[config.mk]
export PLATFORM = sky130hd
export DESIGN_NAME = mem_cache
export DESIGN_NICKNAME = d
export VERILOG_FILES = /design/src/rtl/mem_cache_pkg.sv /design/src/rtl/cache_line_store.sv /design/src/rtl/mem_cache.sv
export SDC_FILE = /design/constraint.sdc
export NUM_CORES = 1
export LEC_CHECK = 0
export BUFFER_PORTS_ARGS = -buffer_cell sky130_fd_sc_hd__buf_2
export CELL_PAD_IN_SITES_DETAIL_PLACEMENT = 1
export CELL_PAD_IN_SITES_GLOBAL_PLACEMENT = 1
export CORE_AREA = 3 3 286 288
export DETAILED_ROUTE_END_ITERATION = 7
export DIE_AREA = 0 0 289 291
export GPL_ROUTABILITY_DRIVEN = 0
export MAX_ROUTING_LAYER = met4
export PLACE_DENSITY = 0.88
export SYNTH_ARGS = -nofsm -noshare
export SYNTH_HDL_FRONTEND = slang
export SYNTH_SLANG_ARGS = --single-unit
[constraint.sdc]
create_clock -name clk -period 11.9 [get_ports clk]
set_input_delay 1.785 -clock clk [delete_from_list [all_inputs] [get_ports clk]]
set_output_delay 1.785 -clock clk [all_outputs]
set_load 0.01 [all_outputs]
[src/rtl/mem_cache_pkg.sv]
// Shared types and address-field helpers for the direct-mapped cache.
package mem_cache_pkg;

  // Byte offset bits inside a 32-bit word.
  localparam int WORD_OFF = 2;

  typedef enum logic [1:0] {
    IDLE,
    RD_WAIT,
    WR_WAIT
  } cache_state_t;

  // Line index field; callers cast the result down to their index width.
  function automatic logic [31:0] adr_index(input logic [31:0] adr, input int idx_w);
    return (adr >> WORD_OFF) & ((32'd1 << idx_w) - 32'd1);
  endfunction

  // Tag field: everything above the index.
  function automatic logic [31:0] adr_tag(input logic [31:0] adr, input int idx_w);
    return adr >> (WORD_OFF + idx_w);
  endfunction

endpackage

[src/rtl/cache_line_store.sv]
// Valid/tag/data storage: one write port, one combinational read port,
// flush-all of the valid bits. Only valid bits are reset.
module cache_line_store
  import mem_cache_pkg::*;
#(
  parameter int LINES = 16,
  parameter int IDX_W = $clog2(LINES),
  parameter int TAG_W = 32 - IDX_W - WORD_OFF
) (
  input  logic             i_clk,
  input  logic             i_rst_n,
  input  logic             i_flush_all,
  input  logic             i_we,
  input  logic [IDX_W-1:0] i_widx,
  input  logic [TAG_W-1:0] i_wtag,
  input  logic [31:0]      i_wdata,
  input  logic [IDX_W-1:0] i_ridx,
  output logic             o_rvalid,
  output logic [TAG_W-1:0] o_rtag,
  output logic [31:0]      o_rdata
);

  logic [LINES-1:0]             r_valid;
  logic [LINES-1:0][TAG_W-1:0]  r_tag;
  logic [LINES-1:0][31:0]       r_data;

  // Valid bits: flush wins over a same-edge fill so a flushed fill ends invalid.
  always_ff @(posedge i_clk or negedge i_rst_n) begin
    if (!i_rst_n)         r_valid         <= '0;
    else if (i_flush_all) r_valid         <= '0;
    else if (i_we)        r_valid[i_widx] <= 1'b1;
  end

  // Tag/data arrays carry no reset; valid gates their use.
  always_ff @(posedge i_clk) begin
    if (i_we) begin
      r_tag[i_widx]  <= i_wtag;
      r_data[i_widx] <= i_wdata;
    end
  end

  assign o_rvalid = r_valid[i_ridx];
  assign o_rtag   = r_tag[i_ridx];
  assign o_rdata  = r_data[i_ridx];

endmodule

[src/rtl/mem_cache.sv]
// Direct-mapped, write-through, no-write-allocate, one-word-line cache
// between the core memory port and a req/ack main memory.
module mem_cache
  import mem_cache_pkg::*;
#(
  parameter int LINES = 16,
  parameter int CNT_W = 16
) (
  input  logic             clk,
  input  logic             reset,
  input  logic             cpu_req,
  input  logic             cpu_we,
  input  logic [31:0]      cpu_adr,
  input  logic [31:0]      cpu_wdata,
  output logic [31:0]      cpu_rdata,
  output logic             cpu_stall,
  input  logic             flush,
  output logic             mem_req,
  output logic             mem_we,
  output logic [31:0]      mem_adr,
  output logic [31:0]      mem_wdata,
  input  logic [31:0]      mem_rdata,
  input  logic             mem_ack,
  output logic [CNT_W-1:0] hit_cnt,
  output logic [CNT_W-1:0] miss_cnt
);

  localparam int IDX_W = $clog2(LINES);
  localparam int TAG_W = 32 - IDX_W - WORD_OFF;

  cache_state_t r_state;
  logic         r_flush_pend;

  logic [IDX_W-1:0] w_cpu_idx, w_mem_idx, w_ridx;
  logic [TAG_W-1:0] w_cpu_tag, w_mem_tag, w_cmp_tag, w_ltag;
  logic [31:0]      w_ldata;
  logic             w_lvalid, w_line_match, w_in_idle;
  logic             w_rd_hit, w_rd_miss, w_wr, w_rd_ack, w_wr_ack;
  logic             w_st_we, w_flush_all;

  assign w_cpu_idx = IDX_W'(adr_index(cpu_adr, IDX_W));
  assign w_cpu_tag = TAG_W'(adr_tag(cpu_adr, IDX_W));
  assign w_mem_idx = IDX_W'(adr_index(mem_adr, IDX_W));
  assign w_mem_tag = TAG_W'(adr_tag(mem_adr, IDX_W));

  // In IDLE the lookup uses the live core address; while waiting it uses the
  // latched address so a write-hit update targets the line that was issued.
  assign w_in_idle    = (r_state == IDLE);
  assign w_ridx       = w_in_idle ? w_cpu_idx : w_mem_idx;
  assign w_cmp_tag    = w_in_idle ? w_cpu_tag : w_mem_tag;
  assign w_line_match = w_lvalid && (w_ltag == w_cmp_tag);

  assign w_rd_hit  = w_in_idle && cpu_req && !cpu_we && w_line_match;
  assign w_rd_miss = w_in_idle && cpu_req && !cpu_we && !w_line_match;
  assign w_wr      = w_in_idle && cpu_req && cpu_we;
  assign w_rd_ack  = (r_state == RD_WAIT) && mem_ack;
  assign w_wr_ack  = (r_state == WR_WAIT) && mem_ack;

  // Fill on read ack; write-through updates only a line already present.
  assign w_st_we     = w_rd_ack || (w_wr_ack && w_line_match);
  // Flush seen during a wait is deferred to the ack edge so it also kills the fill.
  assign w_flush_all = (w_in_idle && flush) ||
                       ((w_rd_ack || w_wr_ack) && (r_flush_pend || flush));

  cache_line_store #(.LINES(LINES)) u_store (
    .i_clk      (clk),
    .i_rst_n    (reset),
    .i_flush_all(w_flush_all),
    .i_we       (w_st_we),
    .i_widx     (w_mem_idx),
    .i_wtag     (w_mem_tag),
    .i_wdata    (w_rd_ack ? mem_rdata : mem_wdata),
    .i_ridx     (w_ridx),
    .o_rvalid   (w_lvalid),
    .o_rtag     (w_ltag),
    .o_rdata    (w_ldata)
  );

  // Core-facing stall and read data; both resolve in the same cycle.
  always_comb begin
    cpu_stall = 1'b0;
    cpu_rdata = '0;
    case (r_state)
      IDLE: begin
        cpu_stall = w_rd_miss || w_wr;
        if (w_rd_hit) cpu_rdata = w_ldata;
      end
      RD_WAIT: begin
        cpu_stall = !mem_ack;
        if (mem_ack) cpu_rdata = mem_rdata;
      end
      WR_WAIT: cpu_stall = !mem_ack;
      default: cpu_stall = 1'b0;
    endcase
  end

  // Miss/write FSM and registered memory handshake.
  always_ff @(posedge clk or negedge reset) begin
    if (!reset) begin
      r_state      <= IDLE;
      r_flush_pend <= 1'b0;
      mem_req      <= 1'b0;
      mem_we       <= 1'b0;
      mem_adr      <= '0;
      mem_wdata    <= '0;
    end else begin
      case (r_state)
        IDLE: begin
          r_flush_pend <= 1'b0;
          if (w_rd_miss) begin
            mem_adr <= {cpu_adr[31:2], 2'b00};
            mem_req <= 1'b1;
            mem_we  <= 1'b0;
            r_state <= RD_WAIT;
          end else if (w_wr) begin
            mem_adr   <= {cpu_adr[31:2], 2'b00};
            mem_wdata <= cpu_wdata;
            mem_req   <= 1'b1;
            mem_we    <= 1'b1;
            r_state   <= WR_WAIT;
          end
        end
        RD_WAIT, WR_WAIT: begin
          if (mem_ack) begin
            mem_req      <= 1'b0;
            mem_we       <= 1'b0;
            r_flush_pend <= 1'b0;
            r_state      <= IDLE;
          end else if (flush) begin
            r_flush_pend <= 1'b1;
          end
        end
        default: r_state <= IDLE;
      endcase
    end
  end

  // Read hit/miss statistics, saturating at all-ones.
  always_ff @(posedge clk or negedge reset) begin
    if (!reset) begin
      hit_cnt  <= '0;
      miss_cnt <= '0;
    end else begin
      if (w_rd_hit && (hit_cnt != '1))   hit_cnt  <= hit_cnt + CNT_W'(1);
      if (w_rd_miss && (miss_cnt != '1)) miss_cnt <= miss_cnt + CNT_W'(1);
    end
  end

endmodule

==> qor.csv, run 1 <==
stage,metric,value,unit
synthesis,Synth Instances,2382,
drt,DR WL met2,63.3,mm
clock_network,CTS sink cnt,1043,
drt,drt wl/cell,32.8,um
clock_network,worst skew pair latency,0.69,ns
global_routing,total congestion overflow,0,
die,IO Count,233,
die,core area,0.0791,sq mm
timing,final worst setup slack,2.17,ns
timing,unrepaired setup endpoints after global routing,false,
clock_network,CTS Hold Bufs,0,
cells_and_area,share of layout cells above drive strength 1,0.272,
critical_path,critical path type,in2out,
cells_and_area,Final nets,2748,
critical_path,Critical Path RT,10.12,ns
synthesis,async set or reset register ratio after synthesis,0.110,
synthesis,Synth Flop Type,edfxtp_1,
critical_path,nature of the critical path endpoint,output port,
timing,minimum clock period,9.73,ns
clock_network,clock buffer depth,3,
power_and_ir_drop,LEAKAGE,0.0168,uW
cells_and_area,Layout area overhead,13.9,%
drt,1st-iter DRT viols,3351,
timing,final-report hold violation count,0,
drt,WL met1,45.3,mm
die,die area,0.0841,sq mm
cells_and_area,Layout Utilization,0.606,
synthesis,Mapped Avg Cell Area,17.7,sq um
drt,total number of vias,25000,
synthesis,ranking of synthesized cells by area,"edfxtp_1, mux4_2, dfrtp_1",
clock_network,number of gates resized after cts,0,
timing,Worst Tran Pin Value,1.26,ns
synthesis,"Seq/Total Area, Yosys",0.730,
timing,fmax,103,MHz
die,Starting Density,0.532,
global_routing,first-pass GRT wire length,182,mm
die,die width,289,um
placement,Post-Place Worst Slack,2.46,ns
drt,met3 wire len,10.0,mm
die,die height,291,um
synthesis,Synth Warn #,0,
timing,Setup TNS Final,0,ns
clock_network,CTS tree,done,
run_status,status,"complete, no violations",
placement,Area after DPL,0.0446,sq mm
cells_and_area,fin area,0.0480,sq mm
timing,part of the cycle the worst path needs,0.818,
drt,Via-to-Cell Ratio,6.60,
timing,Max-Slew Margin vs Limit,0.160,
synthesis,"EDFF count, synth",928,
synthesis,Syn Std Cell Area,0.0421,sq mm
critical_path,CP Launch Type,primary input,
global_routing,largest net degree at the start of global routing,105,
clock_network,H-tree depth,3,
timing,skew final,0.0255,ns
synthesis,"Distinct cells, synth",72,
placement,hpwl dp,67.2,mm
min_path,HP Class,reg2reg,
synthesis,Yosys top cell by area,edfxtp_1,
placement,port buffer count,228,
drt,Pre-antenna DRT Iters,5,
clock_network,CTS Buf Count,104,
clock_network,CTS root buf,clkbuf_16,
drt,Post-Route WL,124,mm
power_and_ir_drop,VDD IR-drop max,0.209,mV
timing,final setup fails,0,
global_routing,vias in the first global route,26900,
flow_run,MaxCap Viol Count,0,
critical_path,Worst Path Arrival,7.95,ns
power_and_ir_drop,total power,12300,uW
clock_network,clock transition at the registers of the reported paths,0.06,ns
global_routing,initial antenna violation count,3,
synthesis,Yosys reg bits,1043,
timing,Slew Limit Fails,0,
drt,DRC violations left,0,
die,Site Rows,103,
drt,ANT nets after route,0,
clock_network,Setup Buffers After CTS,0,
global_routing,GRT Total Usage,0.305,
critical_path,crit path max fanout,104,
synthesis,Synth top area share,0.661,
drt,top sig layer,met4,
power_and_ir_drop,Pwr per Cell Area,257,mW/mm^2
cell usage after synthesis, types with 5 or more instances:
cell,number
nand2b_1,11
o22ai_1,8
nand2_1,369
buf_4,15
a32oi_1,21
xor2_1,35
a221oi_1,9
clkbuf_1,59
nand4_1,13
edfxtp_1,928
mux2i_1,84
mux2_2,74
nor2_1,35
and3_1,10
nor4_1,13
buf_1,25
a31oi_1,5
dfrtp_1,115
mux4_2,205
a22o_1,7
xnor2_1,20
a21oi_1,77
ha_1,6
nand3_1,28
a22oi_1,9
o21ai_0,55
nor3_1,19
buf_2,22
inv_1,18
o32ai_1,5
critical path: stages:
cell	delay (ns)
buf_2	0.18
mux2_8	0.83
buf_4	1.05
mux2i_1	0.37
mux2i_1	0.21
and3_1	0.23
or4_1	0.42
or4_1	0.52
or4b_1	0.52
or4b_2	0.70
buf_4	0.38
o21ai_0	0.34
buf_2	0.19
final cells by class:
type / instances / area, sq um
Multi-Input combinational cell: 1197 / 10900
Timing Repair Buffer: 276 / 1510
Fill cell: 6972 / 31200
Inverter: 18 / 67.6
Tap cell: 1050 / 1310
Antenna cell: 3 / 7.51
Clock inverter: 52 / 512
Sequential cell: 1043 / 30700
Clock buffer: 143 / 2890
registers in the layout, summed over array words and instances, names as in the netlist:
name and cells:
u_store.r_valid 16, mem_adr 30, u_store.r_data 512, miss_cnt 16
r_state 2, mem_wdata 32, mem_we 1, mem_req 1
u_store.r_tag 416, hit_cnt 16, r_flush_pend 1
where the power goes:
| part | switching (uW) | leakage, uW | internal [uW] |
|---|---|---|---|
| Sequential | 391 | 0.00979 | 4780 |
| Combinational | 2450 | 0.00538 | 1390 |
| Clock | 1430 | 0.00166 | 1880 |
per-layer routing:
layer	vias up	track usage
li1	9934	-
met1	13000	0.378
met2	1603	0.504
met3	385	0.0529
met4	0	0.120
met5	-	-
per-stage QoR:
| step | instances | hold WS, ns |
|---|---|---|
| after global routing | 3782 | 0.508 |
| after global placement | 3583 | 0.457 |
| after floorplan | 2383 | 0.445 |
| after CTS | 3778 | 0.485 |
| after detailed placement | 3583 | 0.475 |
| final | 3782 | 0.480 |
layout by cell type (no fill, tap or decap), types with 10 or more instances in the layout:
| cell type | instances |
|---|---|
| buf_2 | 228 |
| clkinv_1 | 13 |
| mux4_2 | 205 |
| edfxtp_1 | 928 |
| a21oi_1 | 77 |
| clkbuf_1 | 28 |
| mux2_2 | 72 |
| inv_1 | 18 |
| dfrtp_1 | 115 |
| nor4_1 | 13 |
| xor2_1 | 35 |
| nor2_1 | 22 |
| xnor2_1 | 20 |
| nor2_4 | 12 |
| and3_1 | 10 |
| nor3_1 | 15 |
| clkbuf_16 | 107 |
| a32oi_1 | 21 |
| nand2b_1 | 11 |
| clkinv_2 | 20 |
| buf_4 | 47 |
| o21ai_0 | 55 |
| mux2i_1 | 81 |
| nand2_1 | 368 |
| nand3_1 | 27 |
| nand4_1 | 13 |
kinds of logic (layout without fill, tap and decap cells):
group,after synthesis,after routing,share of synthesized area
compound gates,239,239,0.0368
fa+ha+maj,6,6,0.00178
flops,1043,1043,0.730
xor+xnor,55,55,0.0114
buf+inv,143,489,0.0157
simple gates,529,529,0.0543
other cells,1,5,0.0000890
mux,366,366,0.150
worst paths after layout:
kind	from	end	slack, ns	cells after the start
max	cpu_adr[3]	cpu_rdata[6]	2.17	13
min	miss_cnt[8]	miss_cnt[8]	0.48	1
max reg2reg	r_state[0]	u_store.r_data[372]	3.01	15
min reg2reg	miss_cnt[8]	miss_cnt[8]	0.48	1
max in group asynchronous	reset	mem_wdata[11]	9.38	2
min in group asynchronous	reset	mem_adr[10]	1.11	1
Power figures use the tool's default switching activity.
==> run 2: changes to the inputs <==
- ABC_AREA: not set -> 1
- CORE_AREA: 3 3 286 288 -> 3 3 317 319
- DIE_AREA: 0 0 289 291 -> 0 0 320 322
- PLACE_DENSITY: 0.88 -> 0.84
- clock period: 11.9 -> 8.7 ns (I/O delays scaled with it)
==> run 2 against run 1 <==
Net effect: register-to-register slack worse by 1.4 ns; first-iteration DRC count increased by 17%; sequential power is 32% higher; non-clock buffer count rose by 24; worst setup slack lost 1.6 ns; power rose by 48%; via count up 31%; critical endpoint is now cpu_rdata[10]; largest power group is now combinational cells; clock skew is 0.0053 ns higher; area after synthesis up 4.3%.
==> qor.csv, run 2 <==
stage,metric,value,unit
global_routing,GRT Total Usage,0.283,
drt,Via-to-Cell Ratio,6.04,
timing,final setup fails,0,
synthesis,Synth top area share,0.634,
min_path,HP Class,reg2reg,
power_and_ir_drop,VDD IR-drop max,0.305,mV
cells_and_area,Final nets,4134,
synthesis,Synth Flop Type,edfxtp_1,
global_routing,total congestion overflow,0,
critical_path,critical path type,reg2out,
clock_network,worst skew pair latency,0.70,ns
placement,hpwl dp,79.5,mm
critical_path,flop2flop setup slack,1.57,ns
drt,total number of vias,32700,
clock_network,number of gates resized after cts,0,
drt,Pre-antenna DRT Iters,5,
synthesis,Yosys reg bits,1043,
global_routing,initial antenna violation count,9,
critical_path,nature of the critical path endpoint,output port,
power_and_ir_drop,switching power,7440,uW
critical_path,crit path max fanout,124,
synthesis,Synth Instances,3857,
timing,part of the cycle the worst path needs,0.938,
clock_network,CTS Hold Bufs,0,
global_routing,first-pass GRT wire length,214,mm
timing,fmax,123,MHz
placement,port buffer count,228,
die,IO Count,233,
synthesis,Syn Std Cell Area,0.0439,sq mm
flow_run,MaxCap Viol Count,0,
global_routing,largest net degree at the start of global routing,207,
timing,skew final,0.0308,ns
timing,Setup TNS Final,0,ns
cells_and_area,max FFs per register,512,
min_path,hold path cells,2,
synthesis,async set or reset register ratio after synthesis,0.110,
clock_network,CTS sink cnt,1043,
critical_path,Worst Path Arrival,6.85,ns
power_and_ir_drop,sequential power share,0.375,
cells_and_area,biggest regs,"u_store.r_data: 512 flops, u_store.r_tag: 416 flops, mem_wdata: 32 flops",
drt,Post-Route WL,144,mm
critical_path,CP Launch Type,flip-flop,
drt,ANT nets after route,0,
timing,final-report hold violation count,0,
die,die area,0.103,sq mm
cells_and_area,Storage cell area,0.0307,sq mm
cells_and_area,FILL cells,10400,
synthesis,synth cell count leaders,"nand2_1, edfxtp_1, nand3_1",
power_and_ir_drop,Switching Share,0.409,
drt,DRC violations left,0,
clock_network,CTS root buf,clkbuf_16,
synthesis,"Seq/Total Area, Yosys",0.700,
clock_network,Setup Buffers After CTS,0,
clock_network,H-tree depth,3,
power_and_ir_drop,LEAKAGE,0.0188,uW
cells_and_area,"most common cell after layout, fill and taps aside",nand2_1,
die,Starting Density,0.448,
synthesis,most frequent cell after synthesis,nand2_1,
drt,1st-iter DRT viols,3910,
die,Site Rows,115,
synthesis,Yosys top cell by area,edfxtp_1,
timing,Worst Tran Pin Value,1.26,ns
synthesis,ranking of synthesized cells by area,"edfxtp_1, nand2_1, nand3_1",
power_and_ir_drop,Clk pwr share,0.250,
global_routing,vias in the first global route,34800,
timing,unrepaired setup endpoints after global routing,false,
power_and_ir_drop,Logic pwr share,0.376,
cells_and_area,Reg with most FFs,u_store.r_data,
clock_network,CTS tree,done,
synthesis,Synth Warn #,0,
cells_and_area,Layout area overhead,13.6,%
clock_network,clock transition at the registers of the reported paths,0.06,ns
timing,Slew Limit Fails,0,
run_status,status,"complete, no violations",
clock_network,CTS Buf Count,107,
die,core area,0.0981,sq mm
critical_path,Critical Path RT,7.39,ns
drt,drt wl/cell,26.6,um
power_and_ir_drop,Internal,10800,uW
critical_path,worst reg-to-reg path cell count,20,
cells_and_area,"commonest cells after routing, fill and taps aside","nand2_1, edfxtp_1, nand3_1",
die,die width,320,um
power_and_ir_drop,Pwr per Cell Area,365,mW/mm^2
cells_and_area,multi-input combinational cell area,0.0117,sq mm
die,die height,322,um
timing,Max-Slew Margin vs Limit,0.157,
synthesis,Mapped Avg Cell Area,11.4,sq um
clock_network,clock buffer depth,3,
cells_and_area,share of layout cells above drive strength 1,0.121,
synthesis,"Distinct cells, synth",38,
synthesis,"EDFF count, synth",928,
timing,minimum clock period,8.16,ns
placement,DP Cell Count,5204,
cells_and_area,final cell count without fillers,5413,
-- run 2: cell count changes after synthesis, sizes merged, moves of 77 or more --
cell / before / now
inv: 18 / 131
mux2: 77 / 0
mux4: 205 / 0
nand2: 369 / 1221
nand3: 28 / 622
o21ai: 56 / 163
-- run 2: final timing paths --
check                            from                  end
setup reg to reg           r_state[0]  u_store.r_data[271]
hold reg to reg               mem_req              mem_req
min in group asynchronous       reset          miss_cnt[1]
max in group asynchronous       reset          mem_adr[20]
hold / removal                mem_req              mem_req
setup / recovery           r_state[0]        cpu_rdata[10]
-- run 2: power by group through the flow --
stage,sequential (uW),combinational (uW),clock (uW)
2_1_floorplan,6800,4270,0
3_3_place_gp,6860,6260,0
3_5_place_dp,6910,6610,0
4_1_cts,6810,6760,4590
5_1_grt,6870,7420,4790
6_report,6820,6830,4550
-- run 2: layout make-up --
class / instances / area share
repair buffers: 300 / 0.0368
multi-input cells: 2443 / 0.235
clock buffers: 146 / 0.0595
well taps: 1287 / 0.0323
clock inverters: 56 / 0.00941
flip-flops and latches: 1043 / 0.616
diodes: 7 / 0.000351
inverters: 131 / 0.00996
-- run 2: cells by family (layout without fill, tap and decap cells) --
group / count (synthesis) / in the layout / share of synthesized area
AO/OA/AOI/OAI: 401 / 401 / 0.0584
XOR/XNOR: 23 / 23 / 0.00459
adder cells (fa/ha/maj): 6 / 6 / 0.00171
buffers and inverters: 372 / 633 / 0.0375
flip-flops: 1043 / 1043 / 0.700
multiplexers: 28 / 28 / 0.00638
other: 1 / 9 / 0.0000854
AND/OR/NAND/NOR: 1983 / 1983 / 0.191
-- run 2: through the flow --
stage	hold WS (ns)	power, uW	setup WS [ns]	area (sq um)	utilization
after detailed placement	0.477	13500	1.51	46400	0.473
after floorplan	0.457	11100	2.75	43900	-
after global placement	0.458	13100	1.72	46400	0.473
after global routing	0.527	19100	0.135	49900	0.508
final	0.499	18200	0.541	49900	0.508
after CTS	0.503	18200	0.628	49900	0.508
-- run 2: metal layers --
layer	global-route usage	vias to the layer above	routed length, um
li1	-	14100	-
met1	0.343	16500	54600
met2	0.470	1713	71000
met3	0.0522	392	12300
met4	0.116	0	5860
met5	-	-	0
-- run 2: worst max-delay path, cell delays in order (launching register included) --
cell,delay (ns)
dfrtp_1,0.42
inv_1,0.14
ha_4,0.77
nand2_2,0.22
nand2_8,0.66
buf_4,0.44
nand2_1,0.11
nand3_1,0.10
nand3_1,0.13
nand3_1,0.19
nand3b_1,0.10
nand2_1,0.17
nand3_1,0.10
nor2_1,0.12
nand2_1,0.10
nor2_1,0.23
nand3_2,0.94
o21ai_0,0.72
buf_2,0.25
